## config.mk

```make
export PLATFORM = sky130hd
export DESIGN_NAME = mdio_master
export DESIGN_NICKNAME = d
export VERILOG_FILES = /design/src/rtl/mdio_master.sv
export SDC_FILE = /design/constraint.sdc
export NUM_CORES = 1
export LEC_CHECK = 0
export ABC_AREA = 1
export BUFFER_PORTS_ARGS = -buffer_cell sky130_fd_sc_hd__buf_2
export CORE_UTILIZATION = 40
export CTS_BUF_LIST = sky130_fd_sc_hd__clkbuf_16
export CTS_CLUSTER_DIAMETER = 80
export DETAILED_ROUTE_END_ITERATION = 10
export PLACE_DENSITY = 0.65
export SYNTH_ARGS = -nofsm -noshare
export SYNTH_HDL_FRONTEND = slang
export SYNTH_SLANG_ARGS = --single-unit
export TNS_END_PERCENT = 100
```

## constraint.sdc

```tcl
create_clock -name clk -period 1.55 [get_ports clk]
set_input_delay 0.155 -clock clk [delete_from_list [all_inputs] [get_ports clk]]
set_output_delay 0.155 -clock clk [all_outputs]
set_load 0.005 [all_outputs]
```

## src/rtl/mdio_master.sv

```systemverilog
// mdio_master: IEEE 802.3 Clause 22 MDIO management master.
// Accepts one read/write command per valid/ready handshake, serialises the
// frame on MDC/MDIO and returns read data on a one-cycle response strobe.
// Optional build macro MDIO_PRE_SUPPRESS_EN adds cfg_pre_sup, which skips
// the 32-bit preamble for the accepted command when set.
module mdio_master #(
   parameter int unsigned DIV = 4
) (
   input  logic        clk,
   input  logic        rst,
   input  logic        cmd_valid,
   output logic        cmd_ready,
   input  logic        cmd_write,
   input  logic [4:0]  cmd_phyad,
   input  logic [4:0]  cmd_regad,
   input  logic [15:0] cmd_wdata,
   output logic        rsp_valid,
   output logic [15:0] rsp_rdata,
   output logic        rsp_err,
   output logic        busy,
   output logic        mdc,
   output logic        mdio_o,
   output logic        mdio_oe,
   input  logic        mdio_i
`ifdef MDIO_PRE_SUPPRESS_EN
   ,
   input  logic        cfg_pre_sup
`endif
);

   localparam int unsigned BIT_CYC = 2 * DIV;
   localparam int unsigned CW      = $clog2(BIT_CYC);

   typedef enum logic [3:0] {
      S_IDLE, S_PRE, S_ST, S_OP, S_PHY, S_REG, S_TA, S_DATA, S_DONE
   } state_t;

   state_t        state;
   state_t        nxt_state;
   logic [CW-1:0] cnt;
   logic [4:0]    fcnt;
   logic [4:0]    nxt_fcnt;
   logic [31:0]   sh;
   logic [31:0]   fw;
   logic [15:0]   rd_sh;
   logic          is_wr;
   logic          ta_err;
   logic          nxt_oe;
   logic          bit_end;
   logic          pre_skip;

`ifdef MDIO_PRE_SUPPRESS_EN
   assign pre_skip = cfg_pre_sup;
`else
   assign pre_skip = 1'b0;
`endif

   assign bit_end = (cnt == CW'(BIT_CYC - 1));

   // Post-preamble frame word: ST, OP, PHYAD, REGAD, TA, DATA (reads release TA/DATA)
   always_comb begin
      fw = {2'b01,
            cmd_write ? 2'b01 : 2'b10,
            cmd_phyad,
            cmd_regad,
            cmd_write ? 2'b10 : 2'b11,
            cmd_write ? cmd_wdata : 16'hFFFF};
   end

   // Field sequencing: following field and its bit count minus one
   always_comb begin
      nxt_state = S_IDLE;
      nxt_fcnt  = 5'd0;
      case (state)
         S_PRE:   begin nxt_state = S_ST;   nxt_fcnt = 5'd1;  end
         S_ST:    begin nxt_state = S_OP;   nxt_fcnt = 5'd1;  end
         S_OP:    begin nxt_state = S_PHY;  nxt_fcnt = 5'd4;  end
         S_PHY:   begin nxt_state = S_REG;  nxt_fcnt = 5'd4;  end
         S_REG:   begin nxt_state = S_TA;   nxt_fcnt = 5'd1;  end
         S_TA:    begin nxt_state = S_DATA; nxt_fcnt = 5'd15; end
         S_DATA:  begin nxt_state = S_DONE; nxt_fcnt = 5'd0;  end
         default: begin nxt_state = S_IDLE; nxt_fcnt = 5'd0;  end
      endcase
      nxt_oe = is_wr || !((nxt_state == S_TA) || (nxt_state == S_DATA));
   end

   // Frame FSM, bit timer, MDC generation, pad drive and read capture
   always_ff @(posedge clk) begin
      if (rst) begin
         state     <= S_IDLE;
         cnt       <= '0;
         fcnt      <= 5'd0;
         sh        <= 32'd0;
         rd_sh     <= 16'd0;
         is_wr     <= 1'b0;
         ta_err    <= 1'b0;
         cmd_ready <= 1'b1;
         busy      <= 1'b0;
         rsp_valid <= 1'b0;
         rsp_rdata <= 16'd0;
         rsp_err   <= 1'b0;
         mdc       <= 1'b0;
         mdio_o    <= 1'b1;
         mdio_oe   <= 1'b0;
      end else begin
         rsp_valid <= 1'b0;
         case (state)
            S_IDLE: begin
               mdc <= 1'b0;
               cnt <= '0;
               if (cmd_valid) begin
                  is_wr     <= cmd_write;
                  ta_err    <= 1'b0;
                  cmd_ready <= 1'b0;
                  busy      <= 1'b1;
                  mdio_oe   <= 1'b1;
                  if (pre_skip) begin
                     state  <= S_ST;
                     fcnt   <= 5'd1;
                     mdio_o <= fw[31];
                     sh     <= {fw[30:0], 1'b1};
                  end else begin
                     state  <= S_PRE;
                     fcnt   <= 5'd31;
                     mdio_o <= 1'b1;
                     sh     <= fw;
                  end
               end
            end
            S_DONE: begin
               state     <= S_IDLE;
               cmd_ready <= 1'b1;
               busy      <= 1'b0;
            end
            default: begin
               if (cnt == CW'(DIV)) begin
                  if (state == S_DATA) rd_sh <= {rd_sh[14:0], mdio_i};
                  if ((state == S_TA) && (fcnt == 5'd0)) ta_err <= mdio_i;
               end
               if (bit_end) begin
                  cnt <= '0;
                  mdc <= 1'b0;
                  if (fcnt != 5'd0) begin
                     fcnt <= fcnt - 5'd1;
                     if (state != S_PRE) begin
                        mdio_o <= sh[31];
                        sh     <= {sh[30:0], 1'b1};
                     end
                  end else begin
                     state <= nxt_state;
                     fcnt  <= nxt_fcnt;
                     if (nxt_state == S_DONE) begin
                        mdio_o    <= 1'b1;
                        mdio_oe   <= 1'b0;
                        rsp_valid <= 1'b1;
                        rsp_rdata <= is_wr ? 16'd0 : rd_sh;
                        rsp_err   <= !is_wr && ta_err;
                     end else begin
                        mdio_o  <= sh[31];
                        sh      <= {sh[30:0], 1'b1};
                        mdio_oe <= nxt_oe;
                     end
                  end
               end else begin
                  cnt <= cnt + CW'(1);
                  mdc <= (cnt >= CW'(DIV - 1));
               end
            end
         endcase
      end
   end

endmodule

```

Word-level counts from Yosys, hierarchy flattened
Cells that the tools add are included.
- output and inout port bits: 23
- word-level logic and storage cells: 110
- bits in registers: 85
- bits of input ports: 31
- bitwise logic cells: 4
- $lt $le $gt $ge: 1
- add/sub/neg operators: 2
- mux-type cells: 41
- reduce and logical (&&, ||, !) cells: 28
- eq/ne operators: 19
- operators by type and width (cell ; count):
    two-way mux 32 bit ; 5
    one-hot mux 32 bit (2 select lines) ; 1
    two-way mux 16 bit ; 2
    one-hot mux 4 bit (7 select lines) ; 1
    equality test 4 x 3 -> 1 bit (second input constant) ; 6
    AND reduction 4 bit ; 4
    two-way mux 5 bit ; 3
    two-way mux 1 bit ; 14
    two-way mux 4 bit ; 3
    one-hot mux 1 bit (2 select lines) ; 6
    one-hot mux 4 bit (3 select lines) ; 1
    one-hot mux 5 bit (2 select lines) ; 1
    AND reduction 3 bit ; 3
    equality test 4 x 2 -> 1 bit (second input constant) ; 2
    equality test 4 bit (second input constant) ; 2
    one-hot mux 4 bit (2 select lines) ; 1
    nonzero test 2 bit ; 4
    equality test 3 bit (second input constant) ; 2
    inequality test 3 x 1 -> 1 bit (second input constant) ; 2
    one-hot mux 3 bit (2 select lines) ; 1
    logical NOT 5 bit ; 1
    AND reduction 5 bit ; 1
    nonzero test 5 bit ; 1
    OR reduction 5 bit ; 1
    19 further kinds ; 27

Depth between registers and ports, before layout
Gate-level depths: netlist of the first run.
- depth after elaboration: 10
- gate-level depth with buffers: 10
- depth with buffers taken out: 10

Worst setup path before layout of the first run
Ideal clock, no wire load.
- kind: register to register
- start: register cnt[0]
- end: register sh[10]
- setup time: 113 ps
- data arrival time: 1514 ps
- cell stages (with the launch flop): 10
- slack: -76 ps
- period minus slack after synthesis: 1626 ps
- cell sequence: dfxtp_1 > ha_1 > ha_1 > a21oi_1 > nor2_4 > nand3_4 > inv_6 > buf_8 > nor2_1 > nor2_1
- longest elaborated chain between the ends: 3
- RTL lines (item ; line ; text):
    start, declared ; 40 ; logic [CW-1:0] cnt;
    start signal, assigned ; 165 ; cnt <= cnt + CW'(1);
    equality test 3 bit ; 58 ; assign bit_end = (cnt == CW'(BIT_CYC - 1));
    nonzero test 2 bit (no line) ; n/a ;
    AND reduction 5 bit (no line) ; n/a ;
    end signal, assigned ; 121 ; sh <= {fw[30:0], 1'b1};
    end signal, assigned ; 126 ; sh <= fw;
    end signal, assigned ; 147 ; sh <= {sh[30:0], 1'b1};
    end, declared ; 43 ; logic [31:0] sh;
No other way between the ends.
A chain may end at the register's enable or synchronous reset.

Worst setup path after layout of the first run
- start: register fcnt[1]
- end: register sh[26]
- longest elaborated chain between the ends: 4
- elaborated cells on any way between the ends: 7
- classes of those cells: 2 x eq/ne; 3 x mux; 2 x reduce/logical
- RTL lines (item ; line ; text):
    start, declared ; 41 ; logic [4:0] fcnt;
    start signal, assigned ; 144 ; fcnt <= fcnt - 5'd1;
    start signal, assigned ; 151 ; fcnt <= nxt_fcnt;
    nonzero test 5 bit * ; 143 ; if (fcnt != 5'd0) begin
    two-way mux 32 bit ; 143 ;
    two-way mux 32 bit ; 140 ; if (bit_end) begin
    one-hot mux 32 bit (2 select lines) ; 107 ; case (state)
    end signal, assigned ; 121 ;
    end signal, assigned ; 147 ;
    end signal, assigned ; 160 ; sh <= {sh[30:0], 1'b1};
Every way passes the cells marked *; elsewhere a longest branch is shown, timed or not. The select of a mux whose other input is x is not followed.

==> impl_metrics.tcl, run 1 <==
set metrics [dict create \
    outcome "finished with violations" \
    violations "setup timing" \
    start_kind "flop" \
    yosysUniqueCellTypes 33 \
    max_cap_violations 0 \
    crit_slowest_cell "dfxtp_2" \
    fmax_ghz 0.634 \
    r2r-start "fcnt[1]$_SDFFE_PP0P_" \
    critPathKind "reg2reg" \
    crit_buf_inv 2 \
    cpMostUsedCell "nand2_4" \
    grt_pass1_vias 3526 \
    syn_nets 603 \
    yosys_most_used_dff "dfxtp_1" \
    wl_um 10000 \
    gr-usage-all-layers_pct 19.5 \
    cts_tree "yes" \
    die_y_um 102 \
    critical_path_arrival_ns 1.81 \
    cp.required_ns 1.78 \
    tightest_slew_ns 0.395 \
    cts.sinks 85 \
    yosysWarnings 0 \
    diodes 0 \
    layout.nets 679 \
    slew_headroom_pct 73.6 \
    grt_overflow 0 \
    cellPowerDensity_mw_per_mm2 1930 \
    ys_seq_elements 85 \
    reg2reg_slack_ns -0.03 \
    yosysMostFrequentCell "nand2_1" \
    r2r_cells 10 \
    ys_seq_area_share_pct 42.9 \
    r2r_end "sh[26]$_SDFFE_PP0P_" \
    initial_core_util_pct 42.1 \
    synth.top_cell.area_share_pct 42.9 \
    final_util_pct 53.8 \
    avgRoutedWirePerCell_um 12.9 \
    async_reset_ff_share_pct 0 \
    die_w_um 102 \
    min_period_over_period_pct 102 \
    ir_drop_mv 0.724 \
    netlist_top_cells_area "dfxtp_1 43%, nand2_1 12%, nor2_1 12%" \
    crit_path_end_kind "flop" \
    h-tree-depth 3 \
    power.total_mw 9.78 \
    numCtsBuffers 9 \
    avgSynthCellArea_um2 6.98 \
    postRouteAntennaNets 0 \
    n_fill_cell 893 \
    setup-tns-final_ns -0.0324 \
    fin_crit_ns 1.58 \
    drt_first_pass_iters 4 \
    critical-path-top-delay-family "simple AND/OR/NAND/NOR gates" \
    grt_max_degree 40 \
    drv_slew 0 \
    hp-start "mdio_i" \
    drive_gt1_share_pct 23.7 \
    cp_cell_sequence "inv_2, ha_4, nand3_4, nand2_4, nand2_4, nor2_4, clkbuf_16, nand3b_1, nand2_1, nor2_1" \
    vias 3870 \
    multiInputGateArea_mm2 0.00206 \
    grt_pass1_wl_um 15900 \
    cp_max_fo 7 \
    syn-cell-area_mm2 0.00396 \
    port_buffers 53 \
    syn_inst 568 \
    final_area_mm2 0.00507 \
    num_rows 35 \
    via_per_inst 4.97 \
    clock_skew_ns 0.00715 \
    path_clk_slew_ns 0.07 \
    rsz0062_at_grt "yes" \
    drtIter0Drc 192 \
    boundaryPins 54 \
    max_stage_delay_ns 0.34 \
    synth-edff-count 0 \
    antenna_found_initial 0 \
    dp_hpwl_um 6370 \
    yosys.area.top_type "dfxtp_1" \
    hold_viol 0 \
    setup_viol 2 \
    area_growth_pct 27.9 \
    root_buffer "clkbuf_16" \
    place.gp.congestion 0.858 \
    finalWorstSetupSlack_ns -0.0263 \
    clkLatencyLatePin_ns 0.34 \
    hold_path_depth 3 \
    hp-class "in2reg" \
    seqCellArea_mm2 0.00171 \
    dieArea_mm2 0.0103 \
    synth.top_cells.by_count "129 x nand2_1, 124 x nor2_1, 85 x dfxtp_1" \
    clockBufferDepth 2 \
    placed_area_mm2 0.00455 \
    leakagePower_nw 2.31 \
    drc 0 \
    core_area_mm2 0.00942 \
    hold-path-endpoint "rd_sh[0]$_SDFFE_PP0P_" \
]
[worst register-to-register path, stage by stage, from the launching register on]
cell	delay (ns)
dfxtp_2	0.34
inv_2	0.07
ha_4	0.15
nand3_4	0.12
nand2_4	0.13
nand2_4	0.05
nor2_4	0.21
clkbuf_16	0.20
nand3b_1	0.07
nand2_1	0.08
nor2_1	0.05
[layout by cell type, fill, tap and decap left out, types with 2 or more instances in the layout]
cell and count:
nand3_1 26, inv_2 9, a21oi_1 49, clkbuf_16 11
nor2_1 123, inv_1 20, nand3b_1 23, buf_4 30
nor3_1 19, nand2_2 7, nand3_4 2, inv_6 2
dfxtp_2 7, ha_4 3, buf_2 53, a211oi_1 2
nand2_4 5, clkinv_1 2, nor2_4 4, buf_12 7
dfxtp_1 77, nand2_1 122, nor2_2 3, o21ai_0 25
[cell families after synthesis]
logic type	share of synthesized area [%]
buf+inv	7.58
xor+xnor	0.442
fa+ha+maj	1.26
flops	42.9
compound gates	10.2
simple gates	37.5
[final cells by class]
class	count	share of cell area, %
well taps	129	3.18
clock inverters	7	1.68
clock buffers	9	4.44
flip-flops and latches	85	33.8
multi-input cells	422	40.6
repair buffers	93	13.7
inverters	33	2.64
[sequential cells by signal (all words and copies together), names as in the netlist]
name / flops
sh: 32
rd_sh: 16
rsp_rdata: 16
fcnt: 5
state: 4
cnt: 3
busy: 1
cmd_ready: 1
is_wr: 1
mdc: 1
mdio_o: 1
mdio_oe: 1
rsp_err: 1
rsp_valid: 1
ta_err: 1
[power breakdown]
group / switching [mW] / internal, mW
registers: 0.255 / 2.63
clock network: 0.963 / 1.27
logic: 2.61 / 2.05
total: 3.82 / 5.95
[timing repair]
action / in CTS / in global routing
cloned: 0 / 3
endpoints found under the setup margin: 23 / 73
resized for setup: 5 / 28
setup buffers: 0 / 8
hold buffers: 0 / 0
pin swaps: 0 / 6
[through the flow]
step,hold WS (ns),setup slack (ns),std cells
6_report,0.125,-0.0263,778
5_1_grt,0.124,-0.0963,778
4_1_cts,0.104,-0.0000555,767
3_5_place_dp,0.460,-0.00519,751
3_3_place_gp,0.446,0.00162,751
2_1_floorplan,0.281,0.0139,568
[routing by layer]
| layer | track usage, % | wire length, um |
|---|---|---|
| met1 | 24.7 | 4720 |
| met2 | 33.0 | 4930 |
| met3 | 4.00 | 333 |
| met4 | 6.91 | 66 |
| met5 | 0 | 0 |
[how the worst max path moves through the flow]
stage / start / endpoint / slack, ns / cells past startpoint
finish: fcnt[1]$_SDFFE_PP0P_ / sh[26]$_SDFFE_PP0P_ / -0.03 / 10
detailed placement: cnt[0]$_SDFFE_PP0N_ / fcnt[1]$_SDFFE_PP0P_ / -0.005 / 8
global placement: cnt[0]$_SDFFE_PP0N_ / sh[29]$_SDFFE_PP0P_ / 0.002 / 10
global route: fcnt[1]$_SDFFE_PP0P_ / sh[26]$_SDFFE_PP0P_ / -0.1 / 10
floorplan: fcnt[0]$_SDFFE_PP0P_ / sh[28]$_SDFFE_PP0P_ / 0.01 / 10
CTS: fcnt[0]$_SDFFE_PP0P_ / sh[27]$_SDFFE_PP0P_ / -0.00006 / 10
Note: power is estimated with default switching activity, not from simulation.
==> run 2: changes to the inputs <==
REMOVE_ABC_BUFFERS = 1   (was not set)
==> run 2 against run 1 <==
Against the previous run: the run now ends clean; first-iteration DRC count up 28%; global-route usage rose by 1.2 points; clock power increased by 5%; critical path depth increased by 1; clock skew up 0.0032 ns; largest cell class unchanged.
==> impl_metrics.tcl, run 2 (same netlist as run 1, synthesis figures left out) <==
set metrics [dict create \
    setup-tns-final_ns 0 \
    min_period_over_period_pct 99.2 \
    num_rows 35 \
    grt_pass1_vias 3756 \
    clkLatencyLatePin_ns 0.34 \
    slew_headroom_pct 76.4 \
    dieArea_mm2 0.0103 \
    hp-class "in2reg" \
    max_cap_violations 0 \
    cts.sinks 85 \
    layout.nets 691 \
    fmax_ghz 0.650 \
    outcome "finished clean" \
    drt_first_pass_iters 5 \
    final_util_pct 55.4 \
    drc 0 \
    via_per_inst 4.94 \
    die_y_um 102 \
    place.gp.congestion 0.860 \
    start_kind "flop" \
    critPathKind "reg2reg" \
    power.total_mw 9.82 \
    dp_hpwl_um 6450 \
    grt_pass1_wl_um 17000 \
    cellPowerDensity_mw_per_mm2 1880 \
    final_area_mm2 0.00522 \
    numCtsBuffers 9 \
    stdcell_count 790 \
    hold_viol 0 \
    cp_max_fo 7 \
    boundaryPins 54 \
    cts_tree "yes" \
    path_clk_slew_ns 0.07 \
    placed_area_mm2 0.00455 \
    final_common_cell "nand2_1" \
    initial_core_util_pct 42.1 \
    diodes 0 \
    setup_viol 0 \
    crit_path_end_kind "flop" \
    critical_path_arrival_ns 1.77 \
    layout_common_cells "122 x nand2_1, 119 x nor2_1, 78 x dfxtp_1" \
    dp_cells 761 \
    vias 3899 \
    clock_skew_ns 0.0103 \
    clockBufferDepth 2 \
    grt_max_degree 45 \
    reg.largest.list "sh: 32 flops, rd_sh: 16 flops, rsp_rdata: 16 flops" \
    leakagePower_nw 2.37 \
    core_area_mm2 0.00942 \
    postRouteAntennaNets 0 \
    grt_overflow 0 \
    area_growth_pct 31.6 \
    drtIter0Drc 246 \
    fin_crit_ns 1.54 \
    cp.required_ns 1.78 \
    root_buffer "clkbuf_16" \
    drv_slew 0 \
    h-tree-depth 3 \
    drive_gt1_share_pct 27.2 \
    avgRoutedWirePerCell_um 12.7 \
    ir_drop_mv 0.893 \
    wl_um 10000 \
    gr-usage-all-layers_pct 20.8 \
    die_w_um 102 \
    tightest_slew_ns 0.354 \
    rsz0062_at_grt "yes" \
    largest_reg_flops 32 \
    antenna_found_initial 0 \
    port_buffers 53 \
    max_flop_register "sh" \
]
## run 2: cell type report
class / count / area (um^2)
Clock inverter: 7 / 103
Clock buffer: 9 / 225
Timing Repair inverter: 1 / 6.26
Inverter: 33 / 149
Timing Repair Buffer: 104 / 733
Fill cell: 900 / 4200
Multi-Input combinational cell: 422 / 2130
Tap cell: 129 / 161
Sequential cell: 85 / 1710
## run 2: metal layers
| layer | wire length [um] | up-vias | GRT usage, % |
|---|---|---|---|
| li1 | - | 2004 | - |
| met1 | 4510 | 1785 | 26.1 |
| met2 | 4910 | 99 | 35.9 |
| met3 | 474 | 11 | 3.80 |
| met4 | 109 | 0 | 6.47 |
| met5 | 0 | - | 0 |
## run 2: what timing repair did
item / 4_1_cts / 5_1_grt
hold buffers: 0 / 0
setup buffers: 9 / 4
setup endpoints to repair: 50 / 76
pin swaps: 6 / 16
cloned: 3 / 1
resized for setup: 30 / 45
## run 2: path summary, 6_finish.rpt
check | slack [ns] | startpoint | endpoint | depth (start not counted)
max reg2reg | 0.01 | cnt[1]$_SDFFE_PP0N_ | sh[0]$_SDFFE_PP0P_ | 11
min | 0.11 | mdio_i | rd_sh[0]$_SDFFE_PP0P_ | 3
max | 0.01 | cnt[1]$_SDFFE_PP0N_ | sh[0]$_SDFFE_PP0P_ | 11
min reg2reg | 0.46 | rd_sh[15]$_SDFFE_PP0P_ | rd_sh[15]$_SDFFE_PP0P_ | 2
## run 2: critical path, stage by stage, from the launching register on
cell and delay, ns:
dfxtp_2 0.35, ha_4 0.14, ha_4 0.14, buf_6 0.10, inv_4 0.03, nand2_2 0.06, nand2_2 0.06, nor2_4 0.13
buf_4 0.19, nand3_1 0.09, nand2_1 0.08, nor2_1 0.04
## run 2: power breakdown
| group | leakage (nW) | switching [mW] | internal, mW | total (mW) |
|---|---|---|---|---|
| Combinational | 1.51 | 2.68 | 1.91 | 4.59 |
| Clock | 0.162 | 0.919 | 1.43 | 2.35 |
| Sequential | 0.697 | 0.243 | 2.63 | 2.87 |
## run 2: through the flow
stage	setup WS, ns	hold slack [ns]
after floorplan	-0.654	0.224
after global placement	-0.104	0.441
after detailed placement	-0.174	0.454
after CTS	-0.0602	0.0962
after global routing	-0.0834	0.127
final	0.0127	0.107
